--- src/rtl/remapper_pkg.sv ---
// remapper_pkg: shared types and constants for the remapper output buffer.
//   PIX_W       pixel width carried in each buffered beat
//   DROP_CNT_W  width of the saturating drop counter
//   axis_beat_t one FIFO entry {tuser, tlast, tdata}
//   chk_state_t frame geometry checker states
package remapper_pkg;
    localparam int PIX_W = 8;
    localparam int DROP_CNT_W = 16;
    typedef struct packed {
        logic             tuser;
        logic             tlast;
        logic [PIX_W-1:0] tdata;
    } axis_beat_t;
    typedef enum logic {S_IDLE, S_ACTIVE} chk_state_t;
endpackage

--- src/rtl/remapper_axis_out_buffer_if.sv ---
// remapper_axis_out_buffer_if: AXI4-Stream video bundle.
//   tdata/tvalid/tuser/tlast driven by the master, tready driven by the slave.
interface remapper_axis_out_buffer_if
    import remapper_pkg::*;
#(
    parameter int DW = PIX_W
);
    logic [DW-1:0] tdata;
    logic          tvalid;
    logic          tuser;
    logic          tlast;
    logic          tready;
    modport master (output tdata, tvalid, tuser, tlast, input tready);
    modport slave (input tdata, tvalid, tuser, tlast, output tready);
endinterface

--- src/rtl/remapper_sync_fifo.sv ---
// remapper_sync_fifo: synchronous FIFO with a registered first-word-fall-through output.
//   i_clk, i_aresetn      clock, synchronous active-low reset
//   wr_en, wr_data        write (caller guarantees space or a same-cycle rd_en)
//   rd_en                 consume the beat in the output register (only while rd_valid)
//   rd_data, rd_valid     registered head of the FIFO
//   full, level           occupancy, counting the output register
module remapper_sync_fifo #(
    parameter int DEPTH = 256,
    parameter int WIDTH = 10,
    localparam int AW = $clog2(DEPTH),
    localparam int LW = AW + 1
) (
    input  logic             i_clk,
    input  logic             i_aresetn,
    input  logic             wr_en,
    input  logic [WIDTH-1:0] wr_data,
    input  logic             rd_en,
    output logic [WIDTH-1:0] rd_data,
    output logic             rd_valid,
    output logic             full,
    output logic [LW-1:0]    level
);
    logic [WIDTH-1:0] mem [DEPTH];
    logic [AW-1:0]    wr_ptr_q, wr_ptr_d, rd_ptr_q, rd_ptr_d;
    logic [LW-1:0]    mem_cnt_q, mem_cnt_d;
    logic             out_valid_q, out_valid_d;
    logic [WIDTH-1:0] out_data_q, out_data_d;
    logic             load;

    // A beat written at one edge becomes readable only at the next edge,
    // since the load uses the memory count from before this edge's write.
    always_comb begin
        load        = (mem_cnt_q != '0) && (!out_valid_q || rd_en);
        wr_ptr_d    = wr_en ? wr_ptr_q + 1'b1 : wr_ptr_q;
        rd_ptr_d    = load ? rd_ptr_q + 1'b1 : rd_ptr_q;
        mem_cnt_d   = mem_cnt_q + LW'(wr_en) - LW'(load);
        out_valid_d = load || (out_valid_q && !rd_en);
        out_data_d  = load ? mem[rd_ptr_q] : out_data_q;
    end

    always_ff @(posedge i_clk) begin
        if (!i_aresetn) begin
            wr_ptr_q    <= '0;
            rd_ptr_q    <= '0;
            mem_cnt_q   <= '0;
            out_valid_q <= 1'b0;
            out_data_q  <= '0;
        end else begin
            wr_ptr_q    <= wr_ptr_d;
            rd_ptr_q    <= rd_ptr_d;
            mem_cnt_q   <= mem_cnt_d;
            out_valid_q <= out_valid_d;
            out_data_q  <= out_data_d;
        end
    end

    always_ff @(posedge i_clk) begin
        if (wr_en) mem[wr_ptr_q] <= wr_data;
    end

    assign level    = mem_cnt_q + LW'(out_valid_q);
    assign full     = level == LW'(DEPTH);
    assign rd_data  = out_data_q;
    assign rd_valid = out_valid_q;
endmodule

--- src/rtl/remapper_axis_out_buffer.sv ---
// remapper_axis_out_buffer: absorbs unthrottled AXI4-Stream video into a FIFO and
// re-emits it with full handshaking, checking frame geometry on the output side.
//   i_clk, i_aresetn     clock, synchronous active-low reset
//   WIDTH, HEIGHT        expected frame geometry (static during a frame)
//   i_clear_status       pulse clearing sticky flags and the drop counter
//   s_axis               input stream (never stalled; tready tied high)
//   m_axis               output stream toward the DMA
//   o_level              beats held, including the output register
//   o_overflow/o_drop_cnt  dropped-beat status
//   o_line_err/o_frame_err/o_frame_cnt  geometry checker status
module remapper_axis_out_buffer
    import remapper_pkg::*;
#(
    parameter int DATA_WIDTH = PIX_W,
    parameter int FIFO_DEPTH = 256,
    parameter int LEVEL_W = $clog2(FIFO_DEPTH) + 1
) (
    input  logic                      i_clk,
    input  logic                      i_aresetn,
    input  logic [12:0]               WIDTH,
    input  logic [12:0]               HEIGHT,
    input  logic                      i_clear_status,
    remapper_axis_out_buffer_if.slave  s_axis,
    remapper_axis_out_buffer_if.master m_axis,
    output logic [LEVEL_W-1:0]        o_level,
    output logic                      o_overflow,
    output logic [DROP_CNT_W-1:0]     o_drop_cnt,
    output logic                      o_line_err,
    output logic                      o_frame_err,
    output logic [15:0]               o_frame_cnt
);
    localparam int FLW = $clog2(FIFO_DEPTH) + 1;

    axis_beat_t            wr_beat, rd_beat;
    logic                  rd_valid, fifo_full, push, pop, drop;
    logic [FLW-1:0]        fifo_level;
    chk_state_t            state_q, state_d;
    logic [12:0]           x_q, x_d, y_q, y_d;
    logic [15:0]           frame_cnt_q, frame_cnt_d;
    logic                  line_err_q, line_err_d, frame_err_q, frame_err_d;
    logic                  overflow_q, overflow_d;
    logic [DROP_CNT_W-1:0] drop_cnt_q, drop_cnt_d;
    logic                  line_set, frame_set, geo_ok, last_col;

    // Upstream cannot be stalled; excess beats are dropped instead.
    assign s_axis.tready = 1'b1;

    always_comb begin
        wr_beat.tuser = s_axis.tuser;
        wr_beat.tlast = s_axis.tlast;
        wr_beat.tdata = s_axis.tdata;
    end

    assign pop  = rd_valid && m_axis.tready;
    assign push = s_axis.tvalid && (!fifo_full || pop);
    assign drop = s_axis.tvalid && fifo_full && !pop;

    remapper_sync_fifo #(
        .DEPTH(FIFO_DEPTH),
        .WIDTH($bits(axis_beat_t))
    ) u_fifo (
        .i_clk    (i_clk),
        .i_aresetn(i_aresetn),
        .wr_en    (push),
        .wr_data  (wr_beat),
        .rd_en    (pop),
        .rd_data  (rd_beat),
        .rd_valid (rd_valid),
        .full     (fifo_full),
        .level    (fifo_level)
    );

    assign m_axis.tvalid = rd_valid;
    assign m_axis.tdata  = rd_beat.tdata;
    assign m_axis.tuser  = rd_beat.tuser;
    assign m_axis.tlast  = rd_beat.tlast;
    assign o_level       = LEVEL_W'(fifo_level);

    // Geometry checker on popped beats. A start-of-frame beat is column 0;
    // with WIDTH==1 and tlast it also closes line 0 immediately.
    always_comb begin
        state_d     = state_q;
        x_d         = x_q;
        y_d         = y_q;
        frame_cnt_d = frame_cnt_q;
        line_set    = 1'b0;
        frame_set   = 1'b0;
        geo_ok      = (WIDTH != '0) && (HEIGHT != '0);
        last_col    = x_q == WIDTH - 13'd1;
        if (!geo_ok) begin
            state_d = S_IDLE;
        end else if (pop) begin
            if (rd_beat.tuser) begin
                frame_set = state_q == S_ACTIVE;
                if (WIDTH == 13'd1 && rd_beat.tlast) begin
                    x_d     = '0;
                    y_d     = (HEIGHT == 13'd1) ? 13'd0 : 13'd1;
                    state_d = (HEIGHT == 13'd1) ? S_IDLE : S_ACTIVE;
                    frame_cnt_d = (HEIGHT == 13'd1) ? frame_cnt_q + 16'd1 : frame_cnt_q;
                end else begin
                    x_d     = 13'd1;
                    y_d     = '0;
                    state_d = S_ACTIVE;
                end
            end else if (state_q == S_IDLE) begin
                frame_set = 1'b1;
            end else begin
                // Any line end (expected or early tlast) resyncs to the next line.
                line_set = rd_beat.tlast != last_col;
                if (rd_beat.tlast || last_col) begin
                    x_d = '0;
                    if (y_q == HEIGHT - 13'd1) begin
                        y_d         = '0;
                        state_d     = S_IDLE;
                        frame_cnt_d = frame_cnt_q + 16'd1;
                    end else begin
                        y_d = y_q + 13'd1;
                    end
                end else begin
                    x_d = x_q + 13'd1;
                end
            end
        end
    end

    // A new event in the clear cycle wins over the clear.
    always_comb begin
        overflow_d  = drop || (overflow_q && !i_clear_status);
        line_err_d  = line_set || (line_err_q && !i_clear_status);
        frame_err_d = frame_set || (frame_err_q && !i_clear_status);
        drop_cnt_d  = i_clear_status ? DROP_CNT_W'(drop) :
                      (drop && !(&drop_cnt_q)) ? drop_cnt_q + 1'b1 : drop_cnt_q;
    end

    always_ff @(posedge i_clk) begin
        if (!i_aresetn) begin
            state_q     <= S_IDLE;
            x_q         <= '0;
            y_q         <= '0;
            frame_cnt_q <= '0;
            line_err_q  <= 1'b0;
            frame_err_q <= 1'b0;
            overflow_q  <= 1'b0;
            drop_cnt_q  <= '0;
        end else begin
            state_q     <= state_d;
            x_q         <= x_d;
            y_q         <= y_d;
            frame_cnt_q <= frame_cnt_d;
            line_err_q  <= line_err_d;
            frame_err_q <= frame_err_d;
            overflow_q  <= overflow_d;
            drop_cnt_q  <= drop_cnt_d;
        end
    end

    assign o_overflow  = overflow_q;
    assign o_drop_cnt  = drop_cnt_q;
    assign o_line_err  = line_err_q;
    assign o_frame_err = frame_err_q;
    assign o_frame_cnt = frame_cnt_q;
endmodule

--- src/flat_wrapper.sv ---
// flat-port wrapper written by rule: the top's interface ports become plain ports
module remapper_axis_out_buffer_flat import remapper_pkg::*;
#(
    parameter int DATA_WIDTH = PIX_W,
    parameter int FIFO_DEPTH = 256,
    parameter int LEVEL_W = $clog2(FIFO_DEPTH) + 1
)
  (i_clk, i_aresetn, WIDTH, HEIGHT, i_clear_status, o_level, o_overflow, o_drop_cnt, o_line_err, o_frame_err, o_frame_cnt, s_axis_tdata, s_axis_tvalid, s_axis_tuser, s_axis_tlast, s_axis_tready, m_axis_tdata, m_axis_tvalid, m_axis_tuser, m_axis_tlast, m_axis_tready);
  remapper_axis_out_buffer_if #(.DW(8)) s_axis_i ();
  remapper_axis_out_buffer_if #(.DW(8)) m_axis_i ();
  input  logic i_clk;
  input  logic i_aresetn;
  input  logic [12:0] WIDTH;
  input  logic [12:0] HEIGHT;
  input  logic i_clear_status;
  output logic [LEVEL_W-1:0] o_level;
  output logic o_overflow;
  output logic [DROP_CNT_W-1:0] o_drop_cnt;
  output logic o_line_err;
  output logic o_frame_err;
  output logic [15:0] o_frame_cnt;
  input wire logic [$bits(s_axis_i.tdata)-1:0] s_axis_tdata;
  input wire logic [$bits(s_axis_i.tvalid)-1:0] s_axis_tvalid;
  input wire logic [$bits(s_axis_i.tuser)-1:0] s_axis_tuser;
  input wire logic [$bits(s_axis_i.tlast)-1:0] s_axis_tlast;
  output wire logic [$bits(s_axis_i.tready)-1:0] s_axis_tready;
  output wire logic [$bits(m_axis_i.tdata)-1:0] m_axis_tdata;
  output wire logic [$bits(m_axis_i.tvalid)-1:0] m_axis_tvalid;
  output wire logic [$bits(m_axis_i.tuser)-1:0] m_axis_tuser;
  output wire logic [$bits(m_axis_i.tlast)-1:0] m_axis_tlast;
  input wire logic [$bits(m_axis_i.tready)-1:0] m_axis_tready;
  assign s_axis_i.tdata = s_axis_tdata;
  assign s_axis_i.tvalid = s_axis_tvalid;
  assign s_axis_i.tuser = s_axis_tuser;
  assign s_axis_i.tlast = s_axis_tlast;
  assign s_axis_tready = s_axis_i.tready;
  assign m_axis_tdata = m_axis_i.tdata;
  assign m_axis_tvalid = m_axis_i.tvalid;
  assign m_axis_tuser = m_axis_i.tuser;
  assign m_axis_tlast = m_axis_i.tlast;
  assign m_axis_i.tready = m_axis_tready;
  remapper_axis_out_buffer #(.DATA_WIDTH(DATA_WIDTH), .FIFO_DEPTH(FIFO_DEPTH), .LEVEL_W(LEVEL_W)) u_core (.i_clk(i_clk), .i_aresetn(i_aresetn), .WIDTH(WIDTH), .HEIGHT(HEIGHT), .i_clear_status(i_clear_status), .s_axis(s_axis_i), .m_axis(m_axis_i), .o_level(o_level), .o_overflow(o_overflow), .o_drop_cnt(o_drop_cnt), .o_line_err(o_line_err), .o_frame_err(o_frame_err), .o_frame_cnt(o_frame_cnt));
endmodule
--- config.mk ---
export PLATFORM = sky130hd
export DESIGN_NAME = remapper_axis_out_buffer_flat
export DESIGN_NICKNAME = d
export VERILOG_FILES = /design/src/rtl/remapper_pkg.sv /design/src/rtl/remapper_axis_out_buffer_if.sv /design/src/rtl/remapper_sync_fifo.sv /design/src/rtl/remapper_axis_out_buffer.sv /design/src/flat_wrapper.sv
export SDC_FILE = /design/constraint.sdc
export NUM_CORES = 2
export LEC_CHECK = 0
export ABC_AREA = 1
export ABC_CLOCK_PERIOD_IN_PS = 7680
export BUFFER_PORTS_ARGS = -buffer_cell sky130_fd_sc_hd__buf_2
export CELL_PAD_IN_SITES_DETAIL_PLACEMENT = 0
export CELL_PAD_IN_SITES_GLOBAL_PLACEMENT = 1
export CORE_UTILIZATION = 55
export DETAILED_ROUTE_END_ITERATION = 12
export PLACE_DENSITY_LB_ADDON = 0.25
export SLEW_MARGIN = 20
export SYNTH_ARGS = -nofsm -noshare
export SYNTH_HDL_FRONTEND = slang
export SYNTH_SLANG_ARGS = --single-unit
--- constraint.sdc ---
create_clock -name i_clk -period 7.68 [get_ports i_clk]
set_input_delay 0.384 -clock i_clk [delete_from_list [all_inputs] [get_ports i_clk]]
set_output_delay 0.384 -clock i_clk [all_outputs]
set_load 0.02 [all_outputs]
==> metrics.txt <==
status=finished clean; routed vias/inst=between 5 and 6; Worst setup SP type=flip-flop; Design Power=36.1 mW; Max Transition Viols Final=0; Die Area=approximately 200000 um^2; Max stage delay on crit path=between 0.8 and 0.9 ns; share of cells above drive strength 1=between 6 and 7%; post-synth top area share=70.2%; critical path class=flip-flop to flip-flop; Port Buffers=between 90 and 100; hold wc startpoint=s_axis_tuser; TritonCTS clock tree=yes; #FFs+latches synth=2658; Ports=slightly below 100; Initial Utilization=a little under three fifths; Async SR Flop Fraction=0%; Crit path arrival time=a little over 5 ns; area leader, netlist=edfxtp_1; final core utilization=about three fifths; syn avg cell area=11.7 um^2; Die Span Y=roughly 450 um; Clock Latency Late Sink=0.92 ns; Synth Net Count=9425; nets=between 9k and 10k; count of flip-flops with a built-in enable after synthesis=2560; most used cell, CP=nor2_1; wirelength, routed=305 mm; fillcell total=around 15k; sequential element share of the synthesized area=approximately 70%; setup slack, reg-to-reg=about 3.1 ns; Reg clk slew, reported paths=roughly 0.060 ns; Clock Path Buffers=4; DRT Pass-1 Iters=6; Site Rows=around 160; number of buffers created by CTS=around 290; H-tree depth=5; Synth Flop Type=edfxtp_1; die width=448 um; Worst R2R End=u_core.u_fifo.mem[90][2]; Syn Inst Count=between 9k and 10k; Final setup viols=0; CORE AREA=about 200000 um^2; top post-synthesis cells by area=edfxtp_1 70%, nand2_1 8.9%, nand3_1 6.7%, nor2_1 2.1%, dfxtp_1 1.8%; critical path depth in cells=11; worst hold path type=primary input to flip-flop; Hold Fails Final Rpt=0; Worst Path Required=between 8 and 9 ns; pwr dens=about 300 nW/um^2; count leader, synth=nand2_1; dpl ws=around 3.2 ns; synthesis-to-finish area growth=10.0%; DR DRC count=0; Worst Path Buf+Inv=1; number of global-route vias before repair=slightly below 70k; Setup crit start=u_core.u_fifo.mem_cnt_q[0]; Worst-Margin Slew=~1.1 ns; sum of negative setup slack=0 ns; top post-synthesis cells by count=2604 x nand2_1, 2560 x edfxtp_1, 1474 x nand3_1; DRT antenna net count=0; Crit. End Element=flip-flop; synth warn=0; slew margin rel.=23.8%; Max Fanout on Critical Path=19; largest net degree at the start of global routing=205; Worst R2R Path Depth=11; Mapped Area=approximately 110000 um^2; Crit path max-delay family=simple AND/OR/NAND/NOR gates; Detailed Place HPWL=between 150 and 200 mm; Unique masters post-synth=54; first-pass GRT wire length=between 400 and 500 mm; PnR worst setup slack=3.15 ns; fin crit share=59.0%; critical-path cell list=ha_1 -> ha_1 -> nand2_1 -> nor2_1 -> xor2_1 -> nor2_1 -> and2_4 -> nor2_8 -> nand4_1 -> buf_4 -> nor2_1; VDD IR-drop max=between 0.3 and 0.4 mV; GRT Util Overall=a little under a third; grt ovf=0; achievable frequency=about 220 MHz; Tmin final=4.53 ns; Worst path slowest cell=nand4_1; initial antenna violation count=5; DR WL/cell=approximately 25 um; MaxCap Viol Count=0; via count=between 70k and 80k; unrepaired setup endpoints after global routing=no; DR iter-0 viols=around 9.2k; crit path to=u_core.u_fifo.mem[90][2]; clk_skew=0.0367 ns; root buffer cell=clkbuf_16; RD Place Congestion=approximately 0.9; # clock sinks=2658; worst r2r src=u_core.u_fifo.mem_cnt_q[0]; Pleak=between 40 and 50 nW; hold path cells=1
where the power goes:
group          switching, mW  total, mW  internal, mW
logic                   4.99       6.74          1.75
registers              0.176       16.1          16.0
clock network           5.45       13.2          7.76
through the flow:
stage	area [um^2]	hold slack, ns	std cells
2_1_floorplan	109000	0.454	9348
3_3_place_gp	112000	0.456	11600
3_5_place_dp	112000	0.464	11600
4_1_cts	120000	0.0226	12100
5_1_grt	120000	0.0388	12100
6_report	120000	0.0338	12100
kinds of logic (layout without fill, tap and decap cells):
logic type / after synthesis / after routing / share of synthesized area (%)
buffers and inverters: 786 / 881 / 3.34
and+or+nand+nor: 4842 / 4842 / 18.7
DFF: 2658 / 2658 / 72.0
xor gates and xnor gates: 59 / 59 / 0.472
other: 1 / 3 / 0.00343
adders and majority gates: 36 / 36 / 0.418
AOI/OAI and AO/OA: 966 / 966 / 5.04
flip-flops by register name, indices dropped and copies added (netlist names):
register                 flops
u_core.o_overflow            1
u_core.u_fifo.mem_cnt_q      9
u_core.u_fifo.rd_data       10
u_core.x_q                  13
u_core.u_fifo.rd_valid       1
u_core.o_frame_err           1
u_core.u_fifo.wr_ptr_q       8
u_core.u_fifo.rd_ptr_q       8
u_core.o_drop_cnt           16
u_core.u_fifo.mem         2560
u_core.y_q                  13
u_core.state_q               1
u_core.o_line_err            1
u_core.o_frame_cnt          16
repair_timing:
| action | in CTS | in global routing |
|---|---|---|
| endpoints found under the hold margin | 189 | 0 |
| setup buffers | 0 | 0 |
| resized for setup | 0 | 0 |
| hold buffers | 11 | 0 |
layout by cell type (no fill, tap or decap), drive strengths merged, types with 2 or more instances in the layout:
master	synthesis	final
nand2	2614	2614
edfxtp	2560	2560
nand3	1481	1481
nor2	608	608
a21oi	364	364
clkbuf	200	354
o21ai	282	282
inv	194	196
buf	388	192
a21boi	104	104
clkinv	4	100
o211ai	98	98
dfxtp	98	98
o22ai	95	95
nor3	87	87
xor2	42	42
ha	35	35
nand4	33	33
bufinv	0	21
xnor2	17	17
dlygate4sd3	0	11
a211oi	8	8
clkinvlp	0	7
nor4	7	7
o21bai	5	5
a31oi	4	4
nor3b	4	4
nand3b	3	3
diode	0	2
o2111ai	2	2
o21a	2	2
and2	2	2
how the worst min path moves through the flow:
stage                                      endpoint  slack [ns]
after floorplan                      u_core.y_q[11]        0.45
after detailed placement          u_core.o_line_err        0.46
after global placement            u_core.o_line_err        0.46
final                     u_core.u_fifo.mem[200][9]        0.03
after CTS                             u_core.x_q[0]        0.02
after global routing      u_core.u_fifo.mem[192][6]        0.04
routing by layer:
| metal | up-vias | part of all wire (%) | track usage (%) | wire (um) |
|---|---|---|---|---|
| li1 | 32900 | - | - | - |
| met1 | 35600 | 41 | 43.4 | 125000 |
| met2 | 3553 | 46 | 46.1 | 140000 |
| met3 | 474 | 10 | 5.95 | 30400 |
| met4 | 4 | 3.1 | 9.79 | 9590 |
| met5 | - | 0.0098 | 0 | 30 |
area by class of cell:
class / instances / area (um^2) / share of cell area (%)
multi-input cells: 5904 / 27000 / 22.4
inverters: 198 / 774 / 0.643
repair buffers: 203 / 1710 / 1.42
flip-flops and latches: 2658 / 78900 / 65.5
diodes: 2 / 5.00 / 0.00415
clock inverters: 126 / 1130 / 0.935
well taps: 2640 / 3300 / 2.74
clock buffers: 354 / 7680 / 6.38
Note: power is estimated with default switching activity, not from simulation.
